`src/rtl/des_pkg.sv`:
```
// Shared constants and FSM state encoding for the DES result collector.
package des_pkg;
    localparam int CNT_W     = 64;
    localparam int NUM_CORES = 6;
    localparam int SLOT_W    = CNT_W;

    typedef enum logic [2:0] {
        S_IDLE,
        S_RESTART,
        S_LAUNCH,
        S_WAIT,
        S_ACCUM,
        S_DONE
    } state_e;
endpackage

```
`src/rtl/des_result_adder.sv`:
```
// Sequential accumulator: adds one slot per enabled cycle, walks an index 0..NUM_CORES-1,
// tracks a sticky carry-out. One cycle per addend; no backpressure.
module des_result_adder #(
    parameter int NUM_CORES = 6,
    parameter int CNT_W     = 64,
    parameter int IDX_W     = 3
) (
    input  logic             clk,
    input  logic             rst_n,
    input  logic             clear_i,
    input  logic             en_i,
    input  logic [CNT_W-1:0] addend_i,
    output logic [IDX_W-1:0] idx_o,
    output logic             last_o,
    output logic [CNT_W-1:0] sum_o,
    output logic             ovf_o
);
    import des_pkg::*;

    logic [IDX_W-1:0] idx_q, idx_d;
    logic [CNT_W-1:0] sum_q, sum_d;
    logic             ovf_q, ovf_d;
    logic [CNT_W:0]   wide_sum;

    assign wide_sum = {1'b0, sum_q} + {1'b0, addend_i};
    assign last_o   = (idx_q == IDX_W'(NUM_CORES - 1));

    always_comb begin
        idx_d = idx_q;
        sum_d = sum_q;
        ovf_d = ovf_q;
        if (clear_i) begin
            idx_d = '0;
            sum_d = '0;
            ovf_d = 1'b0;
        end else if (en_i) begin
            sum_d = wide_sum[CNT_W-1:0];
            ovf_d = ovf_q | wide_sum[CNT_W];
            idx_d = last_o ? '0 : idx_q + IDX_W'(1);
        end
    end

    always_ff @(posedge clk) begin
        if (!rst_n) begin
            idx_q <= '0;
            sum_q <= '0;
            ovf_q <= 1'b0;
        end else begin
            idx_q <= idx_d;
            sum_q <= sum_d;
            ovf_q <= ovf_d;
        end
    end

    assign idx_o = idx_q;
    assign sum_o = sum_q;
    assign ovf_o = ovf_q;
endmodule

```
`src/rtl/des_result_collector.sv`:
```
// Launches all DES cores, captures each counter on its first done, sums them serially,
// reports total and deviation from NUM_CORES*limit/2. Result after last capture + NUM_CORES+2 edges.
module des_result_collector #(
    parameter int NUM_CORES = des_pkg::NUM_CORES,
    parameter int CNT_W     = des_pkg::CNT_W
) (
    input  logic                       clk,
    input  logic                       rst_n,
    input  logic                       start,
    input  logic [CNT_W-1:0]           counter_limit,
    input  logic [NUM_CORES-1:0]       core_done,
    input  logic [NUM_CORES*CNT_W-1:0] core_counter,
    output logic                       core_start,
    output logic                       core_restart,
    output logic                       busy,
    output logic                       done,
    output logic [CNT_W-1:0]           total_count,
    output logic [CNT_W-1:0]           deviation,
    output logic                       overflow
);
    import des_pkg::*;

    localparam int IDX_W = (NUM_CORES > 1) ? $clog2(NUM_CORES) : 1;

    state_e                 state_q, state_d;
    logic [NUM_CORES-1:0]   captured_q, captured_d, cap_en;
    logic [CNT_W-1:0]       slot_q [NUM_CORES];
    logic [CNT_W-1:0]       limit_q;
    logic                   core_start_q, core_restart_q, busy_q, done_q;
    logic [CNT_W-1:0]       dev_q;
    logic                   launch, done_entry;
    logic [IDX_W-1:0]       acc_idx;
    logic                   acc_last;
    logic [CNT_W+3:0]       expect_full, expect_half;

    always_comb begin
        state_d = state_q;
        case (state_q)
            S_IDLE:    if (start) state_d = S_LAUNCH;
            S_RESTART: state_d = S_LAUNCH;
            S_LAUNCH:  state_d = S_WAIT;
            S_WAIT:    if (&captured_q) state_d = S_ACCUM;
            S_ACCUM:   if (acc_last) state_d = S_DONE;
            // The entry cycle of DONE still has to publish the result.
            S_DONE:    if (start && done_q) state_d = S_RESTART;
            default:   state_d = S_IDLE;
        endcase
    end

    assign launch     = (state_d == S_LAUNCH);
    assign done_entry = (state_q == S_DONE) && !done_q;
    assign cap_en     = (state_q == S_WAIT) ? (core_done & ~captured_q) : '0;
    assign captured_d = launch ? '0 : (captured_q | cap_en);

    assign expect_full = (CNT_W+4)'(NUM_CORES) * {4'd0, limit_q};
    assign expect_half = expect_full >> 1;

    always_ff @(posedge clk) begin
        if (!rst_n) begin
            state_q        <= S_IDLE;
            captured_q     <= '0;
            limit_q        <= '0;
            core_start_q   <= 1'b0;
            core_restart_q <= 1'b0;
            busy_q         <= 1'b0;
            done_q         <= 1'b0;
            dev_q          <= '0;
            for (int i = 0; i < NUM_CORES; i++) slot_q[i] <= '0;
        end else begin
            state_q        <= state_d;
            captured_q     <= captured_d;
            core_start_q   <= launch;
            core_restart_q <= (state_d == S_RESTART);
            for (int i = 0; i < NUM_CORES; i++) begin
                if (cap_en[i]) slot_q[i] <= core_counter[i*CNT_W +: CNT_W];
            end
            if (launch) begin
                limit_q <= counter_limit;
                done_q  <= 1'b0;
                busy_q  <= 1'b1;
            end else if (state_d == S_RESTART) begin
                busy_q  <= 1'b1;
            end else if (done_entry) begin
                done_q  <= 1'b1;
                busy_q  <= 1'b0;
                dev_q   <= total_count - expect_half[CNT_W-1:0];
            end
        end
    end

    des_result_adder #(
        .NUM_CORES (NUM_CORES),
        .CNT_W     (CNT_W),
        .IDX_W     (IDX_W)
    ) u_adder (
        .clk      (clk),
        .rst_n    (rst_n),
        .clear_i  (launch),
        .en_i     (state_q == S_ACCUM),
        .addend_i (slot_q[acc_idx]),
        .idx_o    (acc_idx),
        .last_o   (acc_last),
        .sum_o    (total_count),
        .ovf_o    (overflow)
    );

    assign core_start   = core_start_q;
    assign core_restart = core_restart_q;
    assign busy         = busy_q;
    assign done         = done_q;
    assign deviation    = dev_q;
endmodule

```
`config.mk`:
```
export PLATFORM = sky130hd
export DESIGN_NAME = des_result_collector
export DESIGN_NICKNAME = d
export VERILOG_FILES = /design/src/rtl/des_pkg.sv /design/src/rtl/des_result_adder.sv /design/src/rtl/des_result_collector.sv
export SDC_FILE = /design/constraint.sdc
export NUM_CORES = 1
export LEC_CHECK = 0
export BUFFER_PORTS_ARGS = -buffer_cell sky130_fd_sc_hd__buf_4
export CAP_MARGIN = 20
export CORE_ASPECT_RATIO = 0.6
export CORE_MARGIN = 4
export CORE_UTILIZATION = 45
export DETAILED_ROUTE_END_ITERATION = 10
export PLACE_DENSITY = 0.76
export REMOVE_ABC_BUFFERS = 1
export SKIP_CTS_REPAIR_TIMING = 1
export SYNTH_ARGS = -nofsm -noshare
export SYNTH_HDL_FRONTEND = slang
export SYNTH_SLANG_ARGS = --single-unit
```
`constraint.sdc`:
```
create_clock -name clk -period 7.85 [get_ports clk]
set_input_delay 1.57 -clock clk [delete_from_list [all_inputs] [get_ports clk]]
set_output_delay 1.57 -clock clk [all_outputs]
set_load 0.01 [all_outputs]
```
Yosys cells after proc, flatten, opt, wreduce, memory -nomap -nowiden --
Memory sizes are Yosys's and may differ from the RTL's. A register that Yosys moved wholly into a read port is not among the register bits. Index checks and enable logic that the tools add are counted.
Operators by class: add/sub/neg operators 3, $mul 1, div/mod/pow operators 0, magnitude comparators 0, eq/ne operators 8, shift-type cells 0, muxes and demuxes 37, bitwise operators 13, reductions and logical operators 9
Operators with widths (count):
- 2-to-1 mux 64 bit | 6
- adder 64 x 64 -> 65 bit | 1
- multiplier 2 x 64 -> 64 bit (first input constant) | 1
- subtractor 64 bit | 1
- 2-to-1 mux 1 bit | 22
- 2-to-1 mux 3 bit | 7
- case mux 3 bit (6 select lines) | 1
- == test 3 x 2 -> 1 bit (second input constant) | 3
- == test 3 bit (second input constant) | 3
- bitwise OR 1 bit | 7
- AND 6 bit | 1
- == test 3 x 1 -> 1 bit (second input constant) | 2
- 2-to-1 mux 6 bit | 1
- NOT 6 bit | 1
- bitwise OR 6 bit | 1
- AND reduction 6 bit | 1
- adder 3 x 1 -> 3 bit (second input constant) | 1
- zero test 3 bit | 1
- NOT 1 bit | 3
- AND reduction 3 bit | 1
- nonzero test 3 bit | 1
- logical AND 1 bit | 2
- AND reduction 2 bit | 1
- OR reduction 2 bit | 1
- zero test 1 bit | 1
Storage, ports and cells: register bits after elaboration 209, latch bits 0, memory bits (writable) 384, bits in read-only memories 0, input bits 457, word-level logic and storage cells 83, memories kept 1
Memory list:
- slot_q | depth 6, bits a word 64, read ports 1, clocked after Yosys merged registers in 1, wr ports 6, RTL line des_result_collector.sv:27 | logic [CNT_W-1:0] slot_q [NUM_CORES];

Depth between registers and ports, before layout --
Gate-level depths: netlist of the first run.
depth in word-level cells 7, depth in mapped cells 18

By module --
Synthesis of the first run repeated with hierarchy kept, for this count alone.
Unflattened totals: cells, all modules 3166, area total of the unflattened synthesis 33184.3 um^2
Modules (own cells, without submodules):
- des_result_collector | instances 1, cells an instance 2405, area each 27168.6 um^2
- des_result_adder | instances 1, cells an instance 761, area each 6015.8 um^2

Least setup slack after synthesis of the first run --
OpenSTA, ideal clock, no wires.
path kind input to register, start input port core_done[2], end memory slot_q[2][0], enable pin, setup time 0.574 ns, data arrival time 6.140 ns, path slack 1.135 ns, stages 2, cells stage by stage nand2b_1 o21ai_0
RTL lines:
- start, declared | RTL line des_result_collector.sv:11 | input logic [NUM_CORES-1:0] core_done,
- end, declared | RTL line des_result_collector.sv:27

==> flow_summary.toml, run 1 <==
[grt]
grt_max_degree = 77
grt_overflow = 0
grt_util_met2_pct = 41.9
busiest_layer = "met2"
grt_pass1_vias = 25900
grt_util_met1_pct = 35.7
met3_usage_pct = 5.52
grt_pass1_wl_mm = 157
track_usage_pct = 25.9
antenna_found_initial = 5

[sta]
timing.slew.headroom_pct = 22.7
fmax_ghz = 0.187
hold_viol_final = 0
finalCritPeriodShare_pct = 68.2
worst_pin_slew_ns = 1.16
fin_crit_ns = 5.35
layout_setup_ws_ns = 2.50
finalSetupViolations = 0
finClkSkew_ns = 0.0244
rsz0062_at_grt = "false"
fin_hold_ws_ns = 0.450
report.final.slew_viol_count = 0

[route]
routed_wl_mm = 106
drt_iter0_drc = 2646
vias = 26800
firstDrtPassIters = 6
ant_nets = 0
drc = 0
wire_per_inst_microns = 22.3
viasPerCell = 5.64

[power]
switchingPower_w = 0.00231
swShare_pct = 28.8
combPwrFrac_pct = 21.1
irDropWorstVdd_v = 0.000176
leakage_nw = 16.6
powerDensity_nw_per_um2 = 197
intPower_w = 0.00570
pwr-share-clk_pct = 35.4
seq_power_share_pct = 43.5

[floorplan]
fp.dieW_microns = 361
die-height_microns = 220
start_util_pct = 45.5
core_sq_um = 73800
std_cell_rows = 77
die-area_sq_um = 79200
io_pins = 590

[synth]
synth_cells = 3227
synth_warnings = 0
synth_top_area_cell = "edfxtp_1"
synth_area_sq_um = 33600
yosysTopAreaCellShare_pct = 34.4
synth_edf_count = 384
yosysSeqAreaShare_pct = 47.0
synthTopCellsByArea = "edfxtp_1 (34%), dfxtp_1 (13%), and2_1 (7.9%)"
synth.most_common_cell = "and2_1"
ys_async_sr_fraction_pct = 0
synthTopCellsByCount = "and2_1 (422), edfxtp_1 (384), nand2_1 (373)"
ys_types = 91
synthFlopType = "edfxtp_1"
synth-seq-cells = 596
syn_area_per_cell_sq_um = 10.4

[worst_setup_path]
required_ns = 8.37
start_kind = "flip-flop"
crit_arrival_ns = 5.88
end_kind = "flip-flop"
critPathMaxFanout = 63
critical_path_class = "reg2reg"
r2r.worst_path.cells = 15

[min_path]
hold_class = "reg2reg"
min_path_cells = 2

[placed_design]
io_buffers = 589
pre_cts_ws_ns = 2.66
dpl_cell_area_sq_um = 38800
globalplace.congestion = 0.933
dp_hpwl_mm = 77.5

[finish]
area_growth_pct = 21.1
postLayoutCellArea_sq_um = 40600
drive_above_1_share_pct = 22.4
fin_nets = 4361

[cts]
cts.sinks = 596
clk_path_buf_depth = 3
cts_tree = "done"
htreeDepth = 2
numCtsBuffers = 55
root_buffer = "clkbuf_16"
clk_pin_slew_ns = 0.07
clkLatencyLatePin_ns = 0.63

[job]
maxCapViolations = 0

[status]
outcome = "finished, final reports clean"
==> area by class of cell <==
cell class | instances | area [sq um]
diodes | 2 | 5.00
clock buffers | 69 | 1470
clock inverters | 31 | 399
fillers | 6364 | 33200
inverters | 118 | 443
multi-input cells | 2321 | 16600
flip-flops and latches | 596 | 15800
well taps | 987 | 1230
repair buffers | 619 | 4660
==> metrics by stage <==
stage                     total power, W  instances  TNS (ns)  utilization [%]
after floorplan                  0.00465       3035    -11.74                -
after global placement           0.00520       4640         0             52.5
after detailed placement         0.00521       4641         0             52.5
after CTS                        0.00802       4741         0             55.1
after global routing             0.00836       4743         0             55.1
final                            0.00801       4743         0             55.1
==> critical path, cell delays in order, from the launching register on <==
cell      delay (ns)
dfxtp_4         0.88
buf_12          0.46
buf_4           0.49
mux2i_1         0.23
a21oi_1         0.08
ha_1            0.43
nand2_1         0.14
nor2_1          0.30
nand3_1         0.20
nor4_1          0.37
o211ai_1        0.21
a31o_2          0.34
a31oi_1         0.34
a21boi_0        0.19
xnor2_1         0.16
a22o_1          0.20
==> registers in the layout (all words and copies together) (netlist names), named ones only <==
name / cells
limit_q: 64
core_start: 1
state_q: 3
u_adder.idx_o: 3
done: 1
slot_q: 384
u_adder.ovf_o: 1
captured_q: 6
busy: 1
u_adder.sum_o: 64
deviation: 64
core_restart: 1
==> final timing paths <==
kind / start / end / slack (ns)
worst max-delay path: flip-flop / u_adder.sum_o[56] / 2.50
worst min-delay path: deviation[61] / deviation[61] / 0.45
worst min register to register: deviation[61] / deviation[61] / 0.45
worst max register to register: flip-flop / u_adder.sum_o[56] / 2.50
==> cells by family (layout without fill, tap and decap cells) <==
logic type	count (synthesis)	count (layout)	share of synthesized area [%]
flops	596	596	47.0
simple gates	1125	1125	16.9
fa+ha+maj	193	193	8.61
buf+inv	310	837	3.80
other cells	0	2	0
mux	128	128	6.20
compound gates	753	753	14.3
xor+xnor	122	122	3.18
==> cell usage in the layout (no fill, tap or decap), types with 46 or more instances in the layout <==
cell type / count
mux2i_1: 64
fa_1: 63
o21ai_0: 109
nand2_1: 372
ha_1: 130
mux4_2: 64
inv_1: 117
nor2_1: 155
a21oi_1: 320
xnor2_1: 67
edfxtp_1: 384
xor2_1: 55
a21o_1: 72
and2_1: 422
nand4_1: 46
buf_4: 618
dfxtp_1: 209
clkbuf_16: 56
==> routing by layer <==
metal	vias to the layer above	routed length (microns)
met5	-	32
met4	4	2720
met3	169	9370
met2	1249	49200
met1	12900	44600
li1	12400	-
==> power groups by stage <==
stage	logic [W]	clock network, W	registers [W]
after CTS	0.00167	0.00287	0.00348
after detailed placement	0.00166	0	0.00355
after floorplan	0.00110	0	0.00355
final	0.00169	0.00283	0.00348
after global routing	0.00186	0.00301	0.00349
after global placement	0.00165	0	0.00355
Power figures use the tool's default switching activity.
==> run 2: changes to the inputs <==
- PLACE_DENSITY: 0.76 -> 0.79
- clock period: 7.85 -> 4.7 ns (I/O delays scaled with it)
==> flow_summary.toml, run 2 (synthesis gave the netlist of run 1 again) <==
[grt]
antenna_found_initial = 7
grt_pass1_vias = 26900
grt_pass1_wl_mm = 163
grt_max_degree = 66
grt_overflow = 0
track_usage_pct = 27.0

[status]
outcome = "finished, final reports clean"

[cts]
root_buffer = "clkbuf_16"
htreeDepth = 2
clk_pin_slew_ns = 0.07
cts_tree = "done"
numCtsBuffers = 57
clk_path_buf_depth = 3
cts.sinks = 596
clkLatencyLatePin_ns = 0.64

[route]
routed_wl_mm = 110
viasPerCell = 5.64
ant_nets = 0
vias = 27300
drt_iter0_drc = 2454
wire_per_inst_microns = 22.7
drc = 0
firstDrtPassIters = 5

[sta]
worst_pin_slew_ns = 1.12
fmax_ghz = 0.222
rsz0062_at_grt = "false"
fin_hold_ws_ns = 0.453
report.final.slew_viol_count = 0
timing.slew.headroom_pct = 25.0
finalCritPeriodShare_pct = 96.0
hold_viol_final = 0
fin_crit_ns = 4.51
finalSetupViolations = 0
finClkSkew_ns = 0.0257
layout_setup_ws_ns = 0.187

[worst_setup_path]
path_cells = "buf_4, mux4_2, nor2_1, a21oi_1, fa_1, a21oi_1, o22ai_1, o211ai_1, o21a_1, o21ai_1, a31oi_1, o21ai_0, a21boi_0, xnor2_1, a22o_1"
timing.rr.end = "u_adder.sum_o[44]"
r2r.worst_path.cells = 15
crit_top_cell = "a21oi_1"
start_kind = "flip-flop"
required_ns = 5.22
crit_slowest_cell = "mux4_2"
ff2ff_setup_slack_ns = 0.19
critPathMaxFanout = 13
crit_arrival_ns = 5.03
slowest_delay_ns = 0.55
end_kind = "flip-flop"
critical_path_class = "reg2reg"

[power]
seq_power_share_pct = 43.6
leakage_nw = 17.1
pwr-share-clk_pct = 35.1
combPwrFrac_pct = 21.3
powerDensity_nw_per_um2 = 322
switchingPower_w = 0.00389
intPower_w = 0.00946
irDropWorstVdd_v = 0.000308
swShare_pct = 29.2

[finish]
drive_above_1_share_pct = 24.4
largest_reg_flops = 384
final_cell_mix = "buf_4 (699), and2_1 (422), edfxtp_1 (384), nand2_1 (372), a21oi_1 (320)"
fin_nets = 4452
area_growth_pct = 23.5
regMostFlops = "slot_q"
layout_commonest_cell = "buf_4"

[floorplan]
core_sq_um = 73800
fp.dieW_microns = 361
die-area_sq_um = 79200
die-height_microns = 220
start_util_pct = 45.5
std_cell_rows = 77
io_pins = 590

[min_path]
holdPathEnd = "limit_q[32]"
worstHoldStart = "limit_q[32]"
hold_class = "reg2reg"
min_path_cells = 2

[placed_design]
dp_hpwl_mm = 83.4
io_buffers = 589
pre_cts_ws_ns = 0.214
globalplace.congestion = 0.965

[job]
maxCapViolations = 0
==> run 2: critical path: cells and delay by family, from the launching register on <==
kind / cells / cell delay [ns]
mux: 1 / 0.55
buf+inv: 1 / 0.27
compound gates: 10 / 2.50
flops: 1 / 0.38
xor+xnor: 1 / 0.09
fa+ha+maj: 1 / 0.49
simple gates: 1 / 0.10
==> run 2: power groups by stage <==
| stage | Sequential, W | Combinational [W] | Clock (W) |
|---|---|---|---|
| final | 0.00582 | 0.00285 | 0.00469 |
| after global routing | 0.00583 | 0.00312 | 0.00499 |
| after CTS | 0.00582 | 0.00281 | 0.00476 |
| after detailed placement | 0.00593 | 0.00279 | 0 |
| after global placement | 0.00592 | 0.00276 | 0 |
| after floorplan | 0.00593 | 0.00184 | 0 |
==> run 2: metal layers <==
metal | vias up | part of all wire (%) | track usage, %
met5 | - | 0.019 | 0
met3 | 197 | 8.1 | 5.27
met4 | 4 | 3.2 | 8.47
li1 | 12600 | - | -
met1 | 13200 | 41 | 35.7
met2 | 1283 | 48 | 45.0
==> run 2: through the flow <==
stage	area [sq um]	power (W)	utilization [%]	instances	setup TNS, ns
after global routing	41400	0.0139	56.1	4839	0
after detailed placement	39500	0.00872	53.6	4729	0
after floorplan	32700	0.00777	-	3035	-761.45
after CTS	41400	0.0134	56.1	4834	0
after global placement	39500	0.00868	53.6	4728	0
final	41400	0.0134	56.1	4840	0
==> run 2: worst max-delay path by stage <==
stage	start	end	slack (ns)	cells after the start
floorplan	flip-flop	u_adder.sum_o[44]	-3.67	15
global placement	flip-flop	u_adder.sum_o[44]	0.21	15
detailed placement	flip-flop	u_adder.sum_o[44]	0.21	15
CTS	flip-flop	u_adder.sum_o[44]	0.19	15
global route	flip-flop	u_adder.sum_o[50]	0.03	17
finish	flip-flop	u_adder.sum_o[44]	0.19	15
==> run 2: final cells by class <==
type                            instances  area (sq um)
Antenna cell                            5          12.5
Clock buffer                           70          1490
Clock inverter                         35           362
Fill cell                            6324         32400
Inverter                              118           443
Multi-Input combinational cell       2321         16700
Sequential cell                       596         15800
Tap cell                              987          1230
Timing Repair Buffer                  708          5430
